## src/rtl/preproc_sched_if.sv

```systemverilog
// -----------------------------------------------------------------------------
// preproc_sched_if
//   Bundles every handshake and data signal of the preproc_sched scheduler.
//   The signals fall into three groups:
//     - channel side:    ch_enable, ch_in_valid, ch_in_data, ch_in_ready
//     - normalizer side: norm_in_valid, norm_in_ready, norm_data_in,
//                        norm_out_valid, norm_out_ready, norm_data_out,
//                        norm_shift_amt
//     - downstream side: out_valid, out_ready, out_data, out_shift, out_ch,
//                        plus the busy and timeout_err status outputs
//   Modports:
//     master : the scheduler's view of the signals
//     slave  : the surrounding environment (channels, normalizer, sink)
// -----------------------------------------------------------------------------
interface preproc_sched_if #(
  parameter int DATA_WIDTH  = 16,
  parameter int NUM_CH      = 4,
  parameter int CH_WIDTH    = $clog2(NUM_CH),
  parameter int SHIFT_WIDTH = $clog2(DATA_WIDTH)
);
  // channel side
  logic [NUM_CH-1:0]            ch_enable;
  logic [NUM_CH-1:0]            ch_in_valid;
  logic [NUM_CH*DATA_WIDTH-1:0] ch_in_data;
  logic [NUM_CH-1:0]            ch_in_ready;

  // normalizer side
  logic                         norm_in_valid;
  logic                         norm_in_ready;
  logic [DATA_WIDTH-1:0]        norm_data_in;
  logic                         norm_out_valid;
  logic                         norm_out_ready;
  logic [DATA_WIDTH-1:0]        norm_data_out;
  logic [SHIFT_WIDTH-1:0]       norm_shift_amt;

  // downstream side and status
  logic                         out_valid;
  logic                         out_ready;
  logic [DATA_WIDTH-1:0]        out_data;
  logic [SHIFT_WIDTH-1:0]       out_shift;
  logic [CH_WIDTH-1:0]          out_ch;
  logic                         busy;
  logic                         timeout_err;

  modport master (
    input  ch_enable, ch_in_valid, ch_in_data,
    input  norm_in_ready, norm_out_valid, norm_data_out, norm_shift_amt,
    input  out_ready,
    output ch_in_ready,
    output norm_in_valid, norm_data_in, norm_out_ready,
    output out_valid, out_data, out_shift, out_ch, busy, timeout_err
  );

  modport slave (
    output ch_enable, ch_in_valid, ch_in_data,
    output norm_in_ready, norm_out_valid, norm_data_out, norm_shift_amt,
    output out_ready,
    input  ch_in_ready,
    input  norm_in_valid, norm_data_in, norm_out_ready,
    input  out_valid, out_data, out_shift, out_ch, busy, timeout_err
  );
endinterface

```

## src/rtl/preproc_sched.sv

```systemverilog
// -----------------------------------------------------------------------------
// preproc_sched
//   Round-robin scheduler that shares one sample normalizer among NUM_CH
//   receive channels. Exactly one sample is in flight at a time:
//     IDLE    -> pick the next requesting channel, accept its sample
//     ISSUE   -> present the sample to the normalizer
//     WAIT    -> wait for the normalized result (watchdog-guarded)
//     DELIVER -> present result + shift + channel index downstream
//   A normalizer that never answers is abandoned after TIMEOUT WAIT cycles;
//   timeout_err then stays set until reset.
//
// Ports
//   clk      : clock, rising edge
//   reset_n  : asynchronous active-low reset
//   bus      : preproc_sched_if.master carrying the channel, normalizer and
//              downstream handshakes plus busy/timeout_err
// -----------------------------------------------------------------------------
module preproc_sched #(
  parameter int DATA_WIDTH  = 16,
  parameter int NUM_CH      = 4,
  parameter int CH_WIDTH    = $clog2(NUM_CH),
  parameter int SHIFT_WIDTH = $clog2(DATA_WIDTH),
  parameter int TIMEOUT     = 32
) (
  input  logic             clk,
  input  logic             reset_n,
  preproc_sched_if.master  bus
);

  localparam int WD_WIDTH = $clog2(TIMEOUT);

  typedef enum logic [1:0] {
    S_IDLE,
    S_ISSUE,
    S_WAIT,
    S_DELIVER
  } state_e;

  state_e                  state_q,       state_d;
  logic [CH_WIDTH-1:0]     rr_ptr_q,      rr_ptr_d;
  logic [CH_WIDTH-1:0]     grant_ch_q,    grant_ch_d;
  logic [DATA_WIDTH-1:0]   hold_data_q,   hold_data_d;
  logic [WD_WIDTH-1:0]     wdog_q,        wdog_d;
  logic [DATA_WIDTH-1:0]   out_data_q,    out_data_d;
  logic [SHIFT_WIDTH-1:0]  out_shift_q,   out_shift_d;
  logic [CH_WIDTH-1:0]     out_ch_q,      out_ch_d;
  logic                    timeout_err_q, timeout_err_d;

  logic [NUM_CH-1:0]       req;
  logic [CH_WIDTH-1:0]     winner;
  logic                    found;
  logic [CH_WIDTH-1:0]     next_ptr;
  logic [CH_WIDTH:0]       cand;

  assign req = bus.ch_in_valid & bus.ch_enable;

  // Channel after the current grant, wrapping for any NUM_CH (not only 2^n).
  assign next_ptr = (grant_ch_q == CH_WIDTH'(NUM_CH - 1)) ? '0
                                                          : grant_ch_q + 1'b1;

  // Round-robin pick: first requesting channel at or after rr_ptr, wrapping.
  // NOTE: every signal written in an always_comb gets a default on entry, so
  // no path leaves it unassigned and no latch is inferred.
  always_comb begin
    winner = '0;
    found  = 1'b0;
    cand   = '0;
    for (int i = 0; i < NUM_CH; i++) begin
      cand = {1'b0, rr_ptr_q} + (CH_WIDTH+1)'(i);
      if (cand >= (CH_WIDTH+1)'(NUM_CH)) begin
        cand = cand - (CH_WIDTH+1)'(NUM_CH);
      end
      if (!found && req[cand[CH_WIDTH-1:0]]) begin
        found  = 1'b1;
        winner = cand[CH_WIDTH-1:0];
      end
    end
  end

  // Next-state and output logic.
  always_comb begin
    state_d        = state_q;
    rr_ptr_d       = rr_ptr_q;
    grant_ch_d     = grant_ch_q;
    hold_data_d    = hold_data_q;
    wdog_d         = wdog_q;
    out_data_d     = out_data_q;
    out_shift_d    = out_shift_q;
    out_ch_d       = out_ch_q;
    timeout_err_d  = timeout_err_q;

    bus.ch_in_ready    = '0;
    bus.norm_in_valid  = 1'b0;
    bus.norm_out_ready = 1'b0;
    bus.out_valid      = 1'b0;

    unique case (state_q)
      S_IDLE: begin
        // ch_enable is only looked at here; a channel disabled later still
        // completes its transaction.
        if (found) begin
          bus.ch_in_ready[winner] = 1'b1;
          grant_ch_d  = winner;
          hold_data_d = bus.ch_in_data[winner*DATA_WIDTH +: DATA_WIDTH];
          state_d     = S_ISSUE;
        end
      end

      S_ISSUE: begin
        bus.norm_in_valid = 1'b1;
        if (bus.norm_in_ready) begin
          wdog_d  = '0;
          state_d = S_WAIT;
        end
      end

      S_WAIT: begin
        // Held for the whole state: the result may be a one-cycle pulse.
        bus.norm_out_ready = 1'b1;
        if (bus.norm_out_valid) begin
          // A result on the watchdog's final cycle still counts as a result.
          out_data_d  = bus.norm_data_out;
          out_shift_d = bus.norm_shift_amt;
          out_ch_d    = grant_ch_q;
          state_d     = S_DELIVER;
        end else if (wdog_q == WD_WIDTH'(TIMEOUT - 1)) begin
          timeout_err_d = 1'b1;
          rr_ptr_d      = next_ptr;
          state_d       = S_IDLE;
        end else begin
          wdog_d = wdog_q + 1'b1;
        end
      end

      S_DELIVER: begin
        // out_* come straight from flops that only load in WAIT, so they
        // are stable while downstream stalls.
        bus.out_valid = 1'b1;
        if (bus.out_ready) begin
          rr_ptr_d = next_ptr;
          state_d  = S_IDLE;
        end
      end

      default: state_d = S_IDLE;
    endcase
  end

  // NOTE: sequential state uses non-blocking assignments so every flop
  // samples the pre-edge values regardless of statement order.
  // NOTE: the sample holding register is reset too, so nothing of a dropped
  // sample survives a reset and simulation never starts from X.
  always_ff @(posedge clk or negedge reset_n) begin
    if (!reset_n) begin
      state_q       <= S_IDLE;
      rr_ptr_q      <= '0;
      grant_ch_q    <= '0;
      hold_data_q   <= '0;
      wdog_q        <= '0;
      out_data_q    <= '0;
      out_shift_q   <= '0;
      out_ch_q      <= '0;
      timeout_err_q <= 1'b0;
    end else begin
      state_q       <= state_d;
      rr_ptr_q      <= rr_ptr_d;
      grant_ch_q    <= grant_ch_d;
      hold_data_q   <= hold_data_d;
      wdog_q        <= wdog_d;
      out_data_q    <= out_data_d;
      out_shift_q   <= out_shift_d;
      out_ch_q      <= out_ch_d;
      timeout_err_q <= timeout_err_d;
    end
  end

  assign bus.norm_data_in = hold_data_q;
  assign bus.out_data     = out_data_q;
  assign bus.out_shift    = out_shift_q;
  assign bus.out_ch       = out_ch_q;
  assign bus.timeout_err  = timeout_err_q;
  assign bus.busy         = (state_q != S_IDLE);

endmodule

```

## src/flat_wrapper.sv

```systemverilog
// flat-port wrapper written by rule: the top's interface ports become plain ports
module preproc_sched_flat 
#(
  parameter int DATA_WIDTH  = 16,
  parameter int NUM_CH      = 4,
  parameter int CH_WIDTH    = $clog2(NUM_CH),
  parameter int SHIFT_WIDTH = $clog2(DATA_WIDTH),
  parameter int TIMEOUT     = 32
)
  (clk, reset_n, bus_ch_enable, bus_ch_in_valid, bus_ch_in_data, bus_norm_in_ready, bus_norm_out_valid, bus_norm_data_out, bus_norm_shift_amt, bus_out_ready, bus_ch_in_ready, bus_norm_in_valid, bus_norm_data_in, bus_norm_out_ready, bus_out_valid, bus_out_data, bus_out_shift, bus_out_ch, bus_busy, bus_timeout_err);
  preproc_sched_if #(.DATA_WIDTH(DATA_WIDTH), .NUM_CH(NUM_CH), .CH_WIDTH(CH_WIDTH), .SHIFT_WIDTH(SHIFT_WIDTH)) bus_i ();
  input  logic clk;
  input  logic reset_n;
  input wire logic [$bits(bus_i.ch_enable)-1:0] bus_ch_enable;
  input wire logic [$bits(bus_i.ch_in_valid)-1:0] bus_ch_in_valid;
  input wire logic [$bits(bus_i.ch_in_data)-1:0] bus_ch_in_data;
  input wire logic [$bits(bus_i.norm_in_ready)-1:0] bus_norm_in_ready;
  input wire logic [$bits(bus_i.norm_out_valid)-1:0] bus_norm_out_valid;
  input wire logic [$bits(bus_i.norm_data_out)-1:0] bus_norm_data_out;
  input wire logic [$bits(bus_i.norm_shift_amt)-1:0] bus_norm_shift_amt;
  input wire logic [$bits(bus_i.out_ready)-1:0] bus_out_ready;
  output wire logic [$bits(bus_i.ch_in_ready)-1:0] bus_ch_in_ready;
  output wire logic [$bits(bus_i.norm_in_valid)-1:0] bus_norm_in_valid;
  output wire logic [$bits(bus_i.norm_data_in)-1:0] bus_norm_data_in;
  output wire logic [$bits(bus_i.norm_out_ready)-1:0] bus_norm_out_ready;
  output wire logic [$bits(bus_i.out_valid)-1:0] bus_out_valid;
  output wire logic [$bits(bus_i.out_data)-1:0] bus_out_data;
  output wire logic [$bits(bus_i.out_shift)-1:0] bus_out_shift;
  output wire logic [$bits(bus_i.out_ch)-1:0] bus_out_ch;
  output wire logic [$bits(bus_i.busy)-1:0] bus_busy;
  output wire logic [$bits(bus_i.timeout_err)-1:0] bus_timeout_err;
  assign bus_i.ch_enable = bus_ch_enable;
  assign bus_i.ch_in_valid = bus_ch_in_valid;
  assign bus_i.ch_in_data = bus_ch_in_data;
  assign bus_i.norm_in_ready = bus_norm_in_ready;
  assign bus_i.norm_out_valid = bus_norm_out_valid;
  assign bus_i.norm_data_out = bus_norm_data_out;
  assign bus_i.norm_shift_amt = bus_norm_shift_amt;
  assign bus_i.out_ready = bus_out_ready;
  assign bus_ch_in_ready = bus_i.ch_in_ready;
  assign bus_norm_in_valid = bus_i.norm_in_valid;
  assign bus_norm_data_in = bus_i.norm_data_in;
  assign bus_norm_out_ready = bus_i.norm_out_ready;
  assign bus_out_valid = bus_i.out_valid;
  assign bus_out_data = bus_i.out_data;
  assign bus_out_shift = bus_i.out_shift;
  assign bus_out_ch = bus_i.out_ch;
  assign bus_busy = bus_i.busy;
  assign bus_timeout_err = bus_i.timeout_err;
  preproc_sched #(.DATA_WIDTH(DATA_WIDTH), .NUM_CH(NUM_CH), .CH_WIDTH(CH_WIDTH), .SHIFT_WIDTH(SHIFT_WIDTH), .TIMEOUT(TIMEOUT)) u_core (.clk(clk), .reset_n(reset_n), .bus(bus_i));
endmodule
```

## config.mk

```make
export PLATFORM = sky130hd
export DESIGN_NAME = preproc_sched_flat
export DESIGN_NICKNAME = d
export VERILOG_FILES = /design/src/rtl/preproc_sched_if.sv /design/src/rtl/preproc_sched.sv /design/src/flat_wrapper.sv
export SDC_FILE = /design/constraint.sdc
export NUM_CORES = 1
export LEC_CHECK = 0
export CAP_MARGIN = 15
export CORE_MARGIN = 4
export CORE_UTILIZATION = 40
export DETAILED_ROUTE_END_ITERATION = 10
export GPL_ROUTABILITY_DRIVEN = 0
export GPL_TIMING_DRIVEN = 0
export PLACE_DENSITY = 0.83
export SYNTH_ARGS = -nofsm -noshare
export SYNTH_HDL_FRONTEND = slang
export SYNTH_SLANG_ARGS = --single-unit
```

## constraint.sdc

```tcl
create_clock -name clk -period 3.6 [get_ports clk]
set_input_delay 0.54 -clock clk [delete_from_list [all_inputs] [get_ports clk]]
set_output_delay 0.54 -clock clk [all_outputs]
set_load 0.01 [all_outputs]
```

After elaboration in Yosys (flattened, before gate mapping)
Cells that the tools add are included.

Bits in registers: 50. Bits of input ports: 97. Logic and storage cells: 102.

Add/subtract/negate cells: 9. Magnitude comparators: 10. Equality and inequality tests: 12. Shifts and indexed selects: 1. Muxes and demuxes: 42. Bitwise operators: 2. Reductions and logical operators: 17.

Operators by type and width (count): variable part select 64 x 7 -> 16 bit (1); 2-to-1 mux 2 bit (17); less-than comparator 2 x 3 -> 1 bit (second input constant) (5); 2-to-1 mux 5 bit (3); 2-to-1 mux 1 bit (12); AND reduction 4 bit (3); case mux 5 bit (2 select lines) (1); greater-or-equal comparator 3 bit (second input constant) (3); binary-select mux 1 bit (select 2 bit) (4); 2-to-1 mux 4 bit (2); != test 2 bit (second input constant) (4); case mux 2 bit (4 select lines) (1); subtractor 2 x 1 -> 2 bit (second input constant) (4); adder 2 x 2 -> 3 bit (second input constant) (2); == test 2 bit (second input constant) (3); nonzero test 2 bit (3); adder 5 x 1 -> 5 bit (second input constant) (1); == test 5 bit (second input constant) (1); AND 4 bit (1); logical AND 1 bit (4); != test 2 x 1 -> 1 bit (second input constant) (2); case mux 2 bit (2 select lines) (1); AND reduction 2 bit (2); adder 2 x 1 -> 3 bit (second input constant) (1); other kinds (10) (12).

Logic depth before layout (Yosys ltp)
Gate-level depths: netlist (run 1).

Word-level depth: 20. Gate-level depth with buffers: 7. Gate-level depth less buffers: 7.

Worst setup path before layout (run 1)
No wires, ideal clock.

Path type: input port to output port. Start: input bus_ch_in_valid[1]. End: output bus_ch_in_ready[1]. Arrival time: 1.629 ns. Slack: 1.431 ns. Stages on the path: 6. Cell sequence: nand2_1 or3b_1 and3_1 buf_6 buf_6 and3b_1.

Cells in the longest elaborated chain, start to end: 19.

RTL lines: start, declared (line flat_wrapper.sv:15) `input wire logic [$bits(bus_i.ch_in_valid)-1:0] bus_ch_in_valid;`; AND 4 bit * (line preproc_sched.sv:55) `assign req = bus.ch_in_valid & bus.ch_enable;`; binary-select mux 1 bit (select 2 bit) (line preproc_sched.sv:73) `if (!found && req[cand[CH_WIDTH-1:0]]) begin`; 2-to-1 mux 1 bit (implied by the code) (line preproc_sched.sv:73); 2-to-1 mux 1 bit (line preproc_sched.sv:73); zero test 1 bit (line preproc_sched.sv:73); logical AND 1 bit (line preproc_sched.sv:73); 2-to-1 mux 1 bit (line preproc_sched.sv:73); zero test 1 bit (line preproc_sched.sv:73); (+3 left out); logical AND 1 bit (line preproc_sched.sv:73); 2-to-1 mux 2 bit (line preproc_sched.sv:73); less-than comparator 2 x 3 -> 1 bit (implied by the code) or greater-or-equal comparator 2 x 1 -> 1 bit (tied branches) (line preproc_sched.sv:102) `bus.ch_in_ready[winner] = 1'b1;`; logical AND 1 bit (implied by the code) (line preproc_sched.sv:102); 2-to-1 mux 1 bit (implied by the code) (line preproc_sched.sv:102); demux 1 bit (select 2 bit); 2-to-1 mux 4 bit * (line preproc_sched.sv:101) `if (found) begin`; 2-to-1 mux 4 bit * (line preproc_sched.sv:97) `unique case (state_q)`; end, declared (line flat_wrapper.sv:22) `output wire logic [$bits(bus_i.ch_in_ready)-1:0] bus_ch_in_ready;`.

Every way passes the cells marked *; elsewhere a longest branch is shown, timed or not. The select of a mux whose other input is x is not followed.

Worst setup path in the final report (run 1)
Start: input bus_ch_in_valid[2]. End: output bus_ch_in_ready[3].

The elaborated chain is that of the path after synthesis.

==> out/metrics.csv, run 1 <==
metric,value,unit
status,"finished, final reports clean",
"worst slack, placed",440,ps
switching fraction of total power,32.1,%
Core Footprint,6060,um2
synth unique cells,36,
post-synthesis cell area,2550,um2
"FF+latch count, synth",50,
worst-path maximum fanout,10,
CP Buf/Inv Count,4,
min Tclk post-route,3170,ps
Syn Inst Count,212,
Nets,463,
post-place instance area,4090,um2
area of the multi-input gates,1210,um2
CP top delay family,buffers and inverters,
sequential share of power,33.9,%
cell area after layout,4230,um2
starting density of the core,42.1,%
"Remaining Overflow, GRT",0,
internal power,0.00193,W
setup TNS,0,ps
"antenna viol nets, final",0,
Synth Warn #,0,
max_cap viols,0,
clock-pin slew on the worst setup and hold paths,100,ps
antenna violations before repair,0,
Worst-Skew Late Latency,300,ps
Comb power frac,49.8,%
first-pass iteration count of the detailed router,4,
Hold Crit Class,input port to asynchronous set/reset pin,
num rows,28,
period utilisation layout,88.1,%
"Area growth, synth to finish",65.7,%
"Slew Viols, Final",0,
"top cells by area, synth","dfrtp_1 (49%), mux2i_1 (13%), mux2_2 (11%)",
H-tree depth,2,
clock tree buffer depth,2,
max_slew headroom,67.1,%
# resized after CTS,0,
ant diodes,0,
Setup Viol. Count Final,0,
Global Route Usage Sum,18.2,%
Clock power frac,16.4,%
Worst Slack Setup Final,430,ps
Vias per Instance,5.16,
top cell type's share of synthesized area,49.0,%
Psw,0.000912,W
Syn Nets,312,
Max stage delay on crit path,510,ps
initial drt markers,12,
critical path class,input port to primary output,
port bufs,143,
total CTS buffers,5,
die area,7720,um2
Tot Pwr,0.00284,W
post-synth top area cell,dfrtp_1,
fraction of final layout cells sized beyond drive strength 1,14.3,%
most frequent cells in the layout,"clkdlybuf4s50_1 (142), dfrtp_1 (50), mux2i_1 (32)",
CTS Hold Bufs,0,
Post-DP HPWL,5.61,mm
CP Cell Sequence,clkdlybuf4s50_1 > nand2_2 > or3b_1 > and3_1 > buf_6 > buf_6 > nor3b_1 > clkdlybuf4s50_1,
"most common cell after layout, fill and taps aside",clkdlybuf4s50_1,
Routed Wire Length,6.98,mm
Post-CTS Repair Setup Buffers,0,
total I/O pin count,144,
"Seq/Total Area, Yosys",49.0,%
Crit. End Element,primary output,
Worst VDD drop,0.000460,V
Die X,87.9,um
Max Clock Freq,0.315,GHz
CP arrival,2630,ps
Fill cells,476,
critical path required time,3060,ps
die height,87.9,um
R2R Path Start,u_core.wdog_q[0]$_DFFE_PN0P_,
Worst path depth,8,
Hold Fails Final Rpt,0,
clk sink count,50,
routed wire length per instance,15.9,um
PwrDens,672,nW/um2
DR DRC count,0,
vias in the first global route,2350,
via count,2267,
CTS tree,done,
Slew @ Worst Pin,493,ps
RSZ-0062 raised after global routing,false,
largest net degree at the start of global routing,31,
clock skew,8.83,ps
register area,1250,um2
Crit-path slowest cell,clkdlybuf4s50_1,
crit path launch,bus_ch_in_valid[2],
first-pass GRT wire length,11.0,mm
syn_area_per_cell,12.0,um2
type of origin of the critical path,input port,
Worst Reg-to-Reg Cells,6,
CTS Root Cell,clkbuf_8,
Pleak,1.81,nW
## cell families (layout without fill, tap and decap cells)
logic type / count (synthesis) / count (layout) / synth area share, %
adders and majority gates: 3 / 3 / 1.47
buffers and inverters: 13 / 165 / 3.58
muxes: 57 / 57 / 23.6
xor gates and xnor gates: 2 / 2 / 0.686
AOI/OAI and AO/OA: 33 / 33 / 10.5
and+or+nand+nor: 54 / 54 / 11.2
DFF: 50 / 50 / 49.0
## metrics by stage
step           hold WS (ps)  std cells  util (%)
2_1_floorplan           244        212         -
3_3_place_gp            443        430      67.3
3_5_place_dp            450        431      67.5
4_1_cts                 184        439      69.8
5_1_grt                 198        439      69.8
6_report                182        439      69.8
## power groups by stage
stage	Clock [W]	Sequential [W]	Combinational [W]
2_1_floorplan	0	0.00106	0.000595
3_3_place_gp	0	0.000957	0.00140
3_5_place_dp	0	0.000973	0.00143
4_1_cts	0.000482	0.000964	0.00144
5_1_grt	0.000509	0.00100	0.00153
6_report	0.000465	0.000962	0.00141
## registers in the layout (all words and copies together), names as in the netlist
signal	cells
u_core.bus.norm_data_in	16
u_core.bus.out_data	16
u_core.wdog_q	5
u_core.bus.out_shift	4
u_core.bus.out_ch	2
u_core.grant_ch_q	2
u_core.rr_ptr_q	2
u_core.state_q	2
u_core.bus.timeout_err	1
## per-layer routing
layer  GRT usage [%]  share of wire (%)
met3            5.64                8.4
met4            4.74                1.2
met1            21.9                 39
met2            31.6                 51
met5               0                  0
## final timing paths
check | to | slack (ps)
max reg2reg | u_core.rr_ptr_q[1]$_DFFE_PN0P_ | 1650
min | u_core.bus.out_data[15]$_DFFE_PN0P_ | 180
max in group asynchronous | u_core.bus.norm_data_in[2]$_DFFE_PN0P_ | 2880
min in group clk | u_core.bus.timeout_err$_DFFE_PN0P_ | 460
max | bus_ch_in_ready[3] | 430
min reg2reg | u_core.bus.timeout_err$_DFFE_PN0P_ | 460
## layout make-up
cell class	instances	area share, %
multi-input combinational	149	28.6
sequential	50	29.6
timing repair buffer	144	34.2
clock inverter	3	1.63
buffer	12	2.07
inverter	1	0.0887
tap	75	2.22
clock buffer	5	1.63
## synth_stat cells
cell type	count
dfrtp_1	50
mux2i_1	32
nand2_1	27
mux2_2	25
o221ai_1	16
nor2_1	6
buf_6	5
o21ai_0	5
buf_2	4
nor2b_1	4
a21o_1	3
clkbuf_1	3
ha_1	3
a22o_1	2
and3_1	2
nand2b_1	2
nand4_1	2
nor3b_2	2
xor2_1	2
a21bo_2	1
a31o_2	1
and2_1	1
and3_4	1
and3b_1	1
inv_1	1
nand2_2	1
nand3_2	1
nand4b_1	1
nor3b_1	1
o211ai_1	1
o21a_1	1
o22ai_2	1
o31a_1	1
o31ai_1	1
or2_1	1
or3b_1	1
Power figures use the tool's default switching activity.
==> run 2: changes to the inputs <==
- CTS_CLUSTER_DIAMETER: not set -> 150
==> results of run 2 <==
Same layout as run 1: the final DEF is identical, and so are final timing and power.
==> run 3: changes to the inputs <==
- CORE_ASPECT_RATIO: not set -> 0.9
==> run 3 against run 2 <==
Compared with the run above:
- utilization is 1.5 points lower
- sequential cell count stayed put
- register-to-register slack worse by 20 ps
- maximum frequency is 0.24% higher
- sequential share of layout area is 0.22 points higher
- combinational power hardly changed
- cell area is 0.74% lower
- first-iteration DRC count grew to 4.8 times the previous value
- routed wire length is 3.6% higher
- global-route usage is 0.53 points higher
- sequential power hardly changed
- via count is 0.53% higher
==> out/metrics.csv, run 3 (synthesis gave the netlist of run 1 again) <==
metric,value,unit
Max stage delay on crit path,520,ps
final core utilization,68.3,%
"Slew Viols, Final",0,
antenna violations before repair,0,
via count,2279,
Routed Wire Length,7.23,mm
critical path class,input port to primary output,
Final Instance Count excl. Fillers,451,
die area,7720,um2
GR peak layer,met2,
GR Layer Usage met3,5.59,%
Pleak,1.79,nW
"most common cell after layout, fill and taps aside",clkdlybuf4s50_1,
Post-CTS Repair Setup Buffers,0,
PwrDens,648,nW/um2
critical path required time,3060,ps
Core Footprint,6150,um2
setup TNS,0,ps
"Area growth, synth to finish",64.5,%
clk sink count,50,
CTS Hold Bufs,0,
CTS Root Cell,clkbuf_8,
initial drt markers,58,
CTS tree,done,
# resized after CTS,0,
most frequent cells in the layout,"clkdlybuf4s50_1 (142), dfrtp_1 (50), mux2i_1 (32)",
die height,83.8,um
Worst VDD drop,0.000392,V
Worst path depth,8,
status,"finished, final reports clean",
max_cap viols,0,
fraction of final layout cells sized beyond drive strength 1,14.0,%
"setup slack, reg-to-reg",1630,ps
period utilisation layout,87.8,%
Die X,92.2,um
clock tree buffer depth,2,
"worst slack, placed",439,ps
min Tclk post-route,3160,ps
"antenna viol nets, final",0,
Worst Slack Setup Final,438,ps
Crit-path slowest cell,clkdlybuf4s50_1,
Global Route Usage Sum,18.7,%
Worst Reg-to-Reg Cells,6,
Hold Crit Class,input port to asynchronous set/reset pin,
Hold Fails Final Rpt,0,
RR Endpoint,u_core.rr_ptr_q[1]$_DFFE_PN0P_,
Worst-Skew Late Latency,290,ps
first-pass iteration count of the detailed router,4,
routed wire length per instance,16.0,um
Max Clock Freq,0.316,GHz
WHS,183,ps
GR Util met1,23.9,%
Setup Viol. Count Final,0,
num rows,27,
DR DRC count,0,
type of origin of the critical path,input port,
post-placement cell count,443,
worst-path maximum fanout,10,
CP arrival,2620,ps
met2 usage,31.0,%
Vias per Instance,5.05,
Slew @ Worst Pin,491,ps
largest net degree at the start of global routing,33,
port bufs,143,
vias in the first global route,2443,
first-pass GRT wire length,11.9,mm
total I/O pin count,144,
Post-DP HPWL,5.71,mm
starting density of the core,41.5,%
"Remaining Overflow, GRT",0,
total CTS buffers,5,
R2R Path Start,u_core.wdog_q[0]$_DFFE_PN0P_,
max_slew headroom,67.3,%
clock skew,3.46,ps
CP top delay family,buffers and inverters,
CP Cell Sequence,clkdlybuf4s50_1 > nand2_2 > or3b_1 > and3_1 > buf_6 > buf_6 > nor3b_1 > clkdlybuf4s50_1,
clock-pin slew on the worst setup and hold paths,90,ps
RSZ-0062 raised after global routing,false,
Nets,463,
ant diodes,0,
H-tree depth,2,
Crit. End Element,primary output,
CP Buf/Inv Count,4,
[run 3: cell types whose count changed in the layout (fill, tap and decap cells not counted), sizes merged]
cell    change
bufinv      -2
clkbuf      +2
[run 3: metal layers]
layer	vias up	wire length [um]
li1	1081	-
met1	1099	3050
met2	89	3490
met3	10	580
met4	0	106
met5	-	0
[run 3: final cells by class]
type	count	area, um2
inverters	1	3.75
flip-flops and latches	50	1250
clock buffers	7	86.3
plain buffers	12	87.6
fillers	487	1950
clock inverters	1	5.00
well taps	87	109
multi-input cells	149	1210
repair buffers	144	1450
[run 3: worst register-to-register path: stages (launching register included)]
cell and delay (ps):
dfrtp_1 410, ha_1 220, and3_1 190, ha_1 210, nor2b_1 150, o211ai_1 310, mux2_2 380
[run 3: worst max path at each step]
stage,startpoint,end,slack [ps]
6_report,bus_ch_enable[2],bus_ch_in_ready[3],440
5_1_grt,bus_ch_in_valid[0],bus_ch_in_ready[3],300
4_1_cts,bus_ch_in_valid[0],bus_ch_in_ready[3],430
3_5_place_dp,bus_ch_enable[2],bus_ch_in_ready[3],440
3_3_place_gp,bus_ch_in_valid[2],bus_ch_in_ready[3],450
2_1_floorplan,bus_ch_in_valid[1],bus_ch_in_ready[1],1430
[run 3: report_power, final]
group          total, W  switching, W  leakage [nW]  internal, W
Clock          0.000336      0.000181        0.0482     0.000156
Combinational   0.00142      0.000583          1.13     0.000837
Sequential     0.000965      0.000151         0.619     0.000814
[run 3: through the flow]
step	total power [W]	area (um2)
after CTS	0.00275	4200
after floorplan	0.00165	2550
final	0.00272	4200
after global routing	0.00292	4200
after detailed placement	0.00241	4110
after global placement	0.00236	4090
